**src/rtl/icb_pkg.sv**
```systemverilog
// Shared types and constants for the ICB DMA master.
//   dma_state_e : controller state encoding
//   WordStride  : byte distance between consecutive 32-bit words
package icb_pkg;

  typedef enum logic [2:0] {
    StIdle,
    StRdCmd,
    StRdRsp,
    StWrCmd,
    StWrRsp,
    StDone
  } dma_state_e;

  localparam int unsigned WordStride = 4;

endpackage

```
**src/rtl/icb_dma_master.sv**
```systemverilog
// Single-channel word-copy DMA engine with an ICB master port.
// Copies len 32-bit words from src_base to dst_base, one read then one write per
// word, with at most one ICB transaction in flight.
//   clk, rst_n                      : clock, asynchronous active-low reset
//   start, src_base, dst_base, len  : job request (accepted only when idle)
//   busy, done, err                 : job active, completion pulse, sticky error
//   icb_cmd_*                       : ICB command channel (master side)
//   icb_rsp_*                       : ICB response channel (master side)
module icb_dma_master
  import icb_pkg::*;
#(
  parameter int unsigned LEN_W = 16
) (
  input  logic             clk,
  input  logic             rst_n,
  input  logic             start,
  input  logic [31:0]      src_base,
  input  logic [31:0]      dst_base,
  input  logic [LEN_W-1:0] len,
  output logic             busy,
  output logic             done,
  output logic             err,
  output logic             icb_cmd_valid,
  input  logic             icb_cmd_ready,
  output logic             icb_cmd_read,
  output logic [31:0]      icb_cmd_addr,
  output logic [31:0]      icb_cmd_wdata,
  output logic [3:0]       icb_cmd_wmask,
  input  logic             icb_rsp_valid,
  output logic             icb_rsp_ready,
  input  logic [31:0]      icb_rsp_rdata,
  input  logic             icb_rsp_err
);

  dma_state_e       state_q, state_d;
  logic [31:0]      src_q, src_d;
  logic [31:0]      dst_q, dst_d;
  logic [LEN_W-1:0] len_q, len_d;
  logic [LEN_W-1:0] i_q, i_d;
  logic [31:0]      buf_q, buf_d;
  logic             err_q, err_d;

  logic [31:0] word_off;
  logic        last_word;

  // 32-bit wrap-around of base + offset is intentional.
  assign word_off  = 32'(i_q) * WordStride;
  assign last_word = (i_q == len_q - LEN_W'(1));

  always_ff @(posedge clk or negedge rst_n) begin
    if (!rst_n) begin
      state_q <= StIdle;
      src_q   <= '0;
      dst_q   <= '0;
      len_q   <= '0;
      i_q     <= '0;
      buf_q   <= '0;
      err_q   <= 1'b0;
    end else begin
      state_q <= state_d;
      src_q   <= src_d;
      dst_q   <= dst_d;
      len_q   <= len_d;
      i_q     <= i_d;
      buf_q   <= buf_d;
      err_q   <= err_d;
    end
  end

  // Next-state logic.
  always_comb begin
    state_d = state_q;
    src_d   = src_q;
    dst_d   = dst_q;
    len_d   = len_q;
    i_d     = i_q;
    buf_d   = buf_q;
    err_d   = err_q;
    unique case (state_q)
      StIdle: begin
        if (start) begin
          src_d   = src_base;
          dst_d   = dst_base;
          len_d   = len;
          i_d     = '0;
          err_d   = 1'b0;
          state_d = StRdCmd;
        end
      end
      StRdCmd: begin
        // Empty job: finish without ever raising a command.
        if (len_q == '0) begin
          state_d = StDone;
        end else if (icb_cmd_ready) begin
          state_d = StRdRsp;
        end
      end
      StRdRsp: begin
        if (icb_rsp_valid) begin
          if (icb_rsp_err) begin
            err_d   = 1'b1;
            state_d = StDone;
          end else begin
            buf_d   = icb_rsp_rdata;
            state_d = StWrCmd;
          end
        end
      end
      StWrCmd: begin
        if (icb_cmd_ready) begin
          state_d = StWrRsp;
        end
      end
      StWrRsp: begin
        if (icb_rsp_valid) begin
          if (icb_rsp_err) begin
            err_d   = 1'b1;
            state_d = StDone;
          end else if (last_word) begin
            state_d = StDone;
          end else begin
            i_d     = i_q + LEN_W'(1);
            state_d = StRdCmd;
          end
        end
      end
      StDone: begin
        state_d = StIdle;
      end
      default: begin
        state_d = StIdle;
      end
    endcase
  end

  // Outputs depend on registered state only, so they stay stable during a stall.
  always_comb begin
    icb_cmd_valid = 1'b0;
    icb_cmd_read  = 1'b0;
    icb_cmd_addr  = '0;
    icb_cmd_wdata = '0;
    icb_cmd_wmask = '0;
    icb_rsp_ready = 1'b0;
    unique case (state_q)
      StRdCmd: begin
        if (len_q != '0) begin
          icb_cmd_valid = 1'b1;
          icb_cmd_read  = 1'b1;
          icb_cmd_addr  = src_q + word_off;
        end
      end
      StWrCmd: begin
        icb_cmd_valid = 1'b1;
        icb_cmd_addr  = dst_q + word_off;
        icb_cmd_wdata = buf_q;
        icb_cmd_wmask = 4'hF;
      end
      StRdRsp, StWrRsp: begin
        icb_rsp_ready = 1'b1;
      end
      default: begin
      end
    endcase
  end

  assign busy = (state_q != StIdle);
  assign done = (state_q == StDone);
  assign err  = err_q;

endmodule

```
**config.mk**
```make
export PLATFORM = sky130hd
export DESIGN_NAME = icb_dma_master
export DESIGN_NICKNAME = d
export VERILOG_FILES = /design/src/rtl/icb_pkg.sv /design/src/rtl/icb_dma_master.sv
export SDC_FILE = /design/constraint.sdc
export NUM_CORES = 1
export LEC_CHECK = 0
export ABC_AREA = 0
export CAP_MARGIN = 0
export CORE_ASPECT_RATIO = 1.25
export CORE_MARGIN = 3
export CORE_UTILIZATION = 56
export DETAILED_ROUTE_END_ITERATION = 16
export GPL_TIMING_DRIVEN = 0
export PLACE_DENSITY = 0.87
export SKIP_LAST_GASP = 1
export SLEW_MARGIN = 20
export SYNTH_ARGS = -nofsm -noshare
export SYNTH_HDL_FRONTEND = slang
export SYNTH_SLANG_ARGS = --single-unit
```
**constraint.sdc**
```tcl
create_clock -name clk -period 8.1 [get_ports clk]
set_clock_uncertainty 0.15 [all_clocks]
set_input_delay 2.025 -clock clk [delete_from_list [all_inputs] [get_ports clk]]
set_output_delay 2.025 -clock clk [all_outputs]
set_load 0.05 [all_outputs]
```
==> qor.yml <==
detailed_routing:
  via_per_inst: 5.85
  dr.pass1.iters: 5
  routed_wl_mm: 25.4
  drc_errors: 0
  final_antenna_net_count: 0
  vias: 8220
  first_iter_violations: 770
  wl_per_cell_um: 18.1
setup_path:
  startpoint_type: "flop"
  cp_cell_sequence: "ha_1 -> fa_1 -> a211oi_1 -> o21ai_0 -> a31o_2 -> nor4_1 -> o31ai_1 -> nand3_1 -> xor2_1 -> o21ai_0 -> clkdlybuf4s50_1"
  cp.required_ps: 5930
  endpoint_kind: "primary output"
  r2r-end: "i_q[8]$_DFFE_PN0P_"
  cp_top_family: "compound AO/OA/AOI/OAI gates"
  worstSetupPathType: "flop to primary output"
  crit_fanout: 8
  ff2ff_path_depth: 11
  worst-path-buf-inv: 1
  rrSetupSlack_ps: 4790
  cp.arrival_ps: 4540
  cp_slowest_stage_delay_ps: 870
  r2r_start: "len_q[0]$_DFFE_PN0P_"
  cpMaxStageDelayCell: "clkdlybuf4s50_1"
  path_common_cell: "o21ai_0"
timing:
  period_needed_ps: 6710
  hold_violations: 0
  min_period_over_period_pct: 82.9
  setup_tns_ps: 0
  setup-violations-final: 0
  final_max_slew_viol_count: 0
  tightest_slew_ps: 897
  fmax_ghz: 0.149
  whs_ps: 333
  grt_setup_unrepaired: "false"
  slew_headroom_pct: 39.7
synthesis:
  synthArstFlopShare_pct: 100
  synth.distinct_cells: 71
  synth_compound_area_share_pct: 14.5
  avgSynthCellArea_um2: 8.52
  synth_top_family_by_area: "simple AND/OR/NAND/NOR gates"
  syn_area_mm2: 0.00853
  postSynthCellCount: 1001
  yosysMostFrequentCell: "nand2_1"
  yosys_warnings: 0
  synth_ff_type: "dfrtp_1"
  synthTopCellsByCount: "270 x nand2_1, 132 x dfrtp_1, 43 x o21ai_0, 39 x and2_1, 38 x clkbuf_1"
  yosysSeqAreaShare_pct: 38.7
  synthAdderAreaFrac_pct: 5.84
  synth-edff-count: 0
  muxShareOfSynthArea_pct: 4.34
  yosys.area_share.simple_pct: 25.7
  yosysTopAreaCell: "dfrtp_1"
  synth-seq-cells: 132
  synth_area_leaders: "dfrtp_1 39%, nand2_1 12%, ha_1 5.1%"
  synth_nets: 1156
  synth_top_cell_area_share_pct: 38.7
  synthXorXnorAreaFrac_pct: 6.88
cts:
  cts_htree_levels: 4
  numCtsBuffers: 17
  path_clk_slew_ps: 60
  cts_buffer_depth: 2
  root_buffer: "clkbuf_16"
  cts_resized: 0
  clock_sinks: 132
  clock_latency_ps: 430
  cts_tree: "yes"
  ctsHoldBuffers: 0
  post_cts_buffers: 0
floorplanning:
  die_x_um: 116
  core_mm2: 0.0147
  start_util_pct: 58.2
  io_pins: 192
  dieArea_mm2: 0.0168
  rows: 49
  die_h_um: 144
job:
  drv_cap: 0
pwr:
  clock_power_share_pct: 18.3
  power.leakage_nw: 5.00
  p_per_area_mw_per_mm2: 360
  power_frac_seq_pct: 29.0
  p_int_mw: 2.13
  power.switching_mw: 1.92
  p_sw_share_pct: 47.5
  power_frac_comb_pct: 52.7
  vdd_drop_max_mv: 0.214
hold_path:
  worstHoldStart: "dst_q[4]$_DFFE_PN0P_"
  hold-path-cell-count: 2
  hold_path.class: "flop to flop"
  holdPathEnd: "dst_q[4]$_DFFE_PN0P_"
status:
  status: "finished, final reports clean"
global_routing:
  grt_pass1_wl_mm: 40.4
  antenna_found_initial: 0
  grt_max_degree: 77
  grt_use_total_pct: 30.7
  grt_pass1_vias: 8309
  grt_overflow: 0
final_layout:
  drive_above_1_share_pct: 7.43
  syn2layout_area_growth_pct: 32.0
  finalNetCount: 1367
  instances_no_fill: 1404
placed_design:
  place_inst: 1371
  portBuffers: 191
  hpwl_mm: 19.1
  place_congestion: 0.918
-- kinds of logic after synthesis --
| kind of cell | count (synthesis) |
|---|---|
| adder cells (fa/ha/maj) | 39 |
| buffers and inverters | 79 |
| AO/OA/AOI/OAI | 185 |
| AND/OR/NAND/NOR | 466 |
| XOR/XNOR | 67 |
| multiplexers | 33 |
| flip-flops | 132 |
-- through the flow --
| step | utilization (%) | setup slack (ps) | power, mW | cell area (um2) |
|---|---|---|---|---|
| after floorplan | - | 2440 | 2.59 | 8530 |
| after global placement | 72.8 | -383 | 3.22 | 10700 |
| after detailed placement | 73.0 | 1960 | 3.28 | 10700 |
| after CTS | 76.8 | 1480 | 4.05 | 11300 |
| after global routing | 76.8 | 1210 | 4.28 | 11300 |
| final | 76.9 | 1390 | 4.05 | 11300 |
-- flip-flops by register name, indices dropped and copies added (netlist names) --
name and count:
src_q 32, dst_q 32, i_q 16, buf_q 32
len_q 16, state_q 3, err 1
-- power groups by stage --
stage          clock network [mW]  logic, mW  registers, mW
6_report                    0.742       2.14           1.17
5_1_grt                     0.776       2.30           1.20
4_1_cts                     0.747       2.13           1.17
3_5_place_dp                    0       2.11           1.17
3_3_place_gp                    0       2.06           1.16
2_1_floorplan                   0       1.48           1.11
-- final cells by class --
| class | count | area (um2) |
|---|---|---|
| multi-input cells | 790 | 4880 |
| flip-flops and latches | 132 | 3300 |
| repair buffers | 192 | 1940 |
| well taps | 178 | 223 |
| fillers | 1029 | 3390 |
| diodes | 1 | 2.50 |
| plain buffers | 55 | 259 |
| clock inverters | 15 | 133 |
| clock buffers | 17 | 425 |
| inverters | 24 | 90.1 |
-- how the worst max path moves through the flow --
stage	start	end	slack (ps)	cells past startpoint
4_1_cts	i_q[0]$_DFFE_PN0P_	icb_cmd_addr[26]	1480	11
2_1_floorplan	i_q[0]$_DFFE_PN0P_	icb_cmd_addr[26]	2440	10
6_report	i_q[0]$_DFFE_PN0P_	icb_cmd_addr[26]	1390	11
3_3_place_gp	rst_n	src_q[21]$_DFFE_PN0P_	-380	1
3_5_place_dp	i_q[0]$_DFFE_PN0P_	icb_cmd_addr[28]	1960	11
5_1_grt	i_q[0]$_DFFE_PN0P_	icb_cmd_addr[26]	1210	11
-- layer usage --
layer  GRT usage [%]  routed length (um)  up-vias
met5               0                   0        -
met4            15.2                1100        0
met3            6.15                1620       72
met2            52.9               12800      341
met1            36.3                9830     3882
li1                -                   -     3925
-- worst reg2reg max path, stage by stage, from the launching register on --
cell and delay [ps]:
dfrtp_1 430, inv_1 120, ha_1 300, or3b_1 450
or3_1 340, xnor2_1 280, a2111oi_4 70, nand4b_2 150
o21ai_2 100, clkbuf_2 180, or4_1 520, a21oi_1 150
-- cells in the final DEF (no fill, tap or decap), types with 24 or more instances in the layout --
| cell type | instances |
|---|---|
| nand2_1 | 270 |
| clkdlybuf4s50_1 | 190 |
| dfrtp_1 | 132 |
| o21ai_0 | 43 |
| and2_1 | 39 |
| clkbuf_1 | 38 |
| xnor2_1 | 36 |
| ha_1 | 35 |
| mux2_2 | 32 |
| nor2_1 | 31 |
| xor2_1 | 31 |
| a21oi_1 | 28 |
| inv_1 | 24 |
No activity file was read; power rests on OpenSTA's default activity.
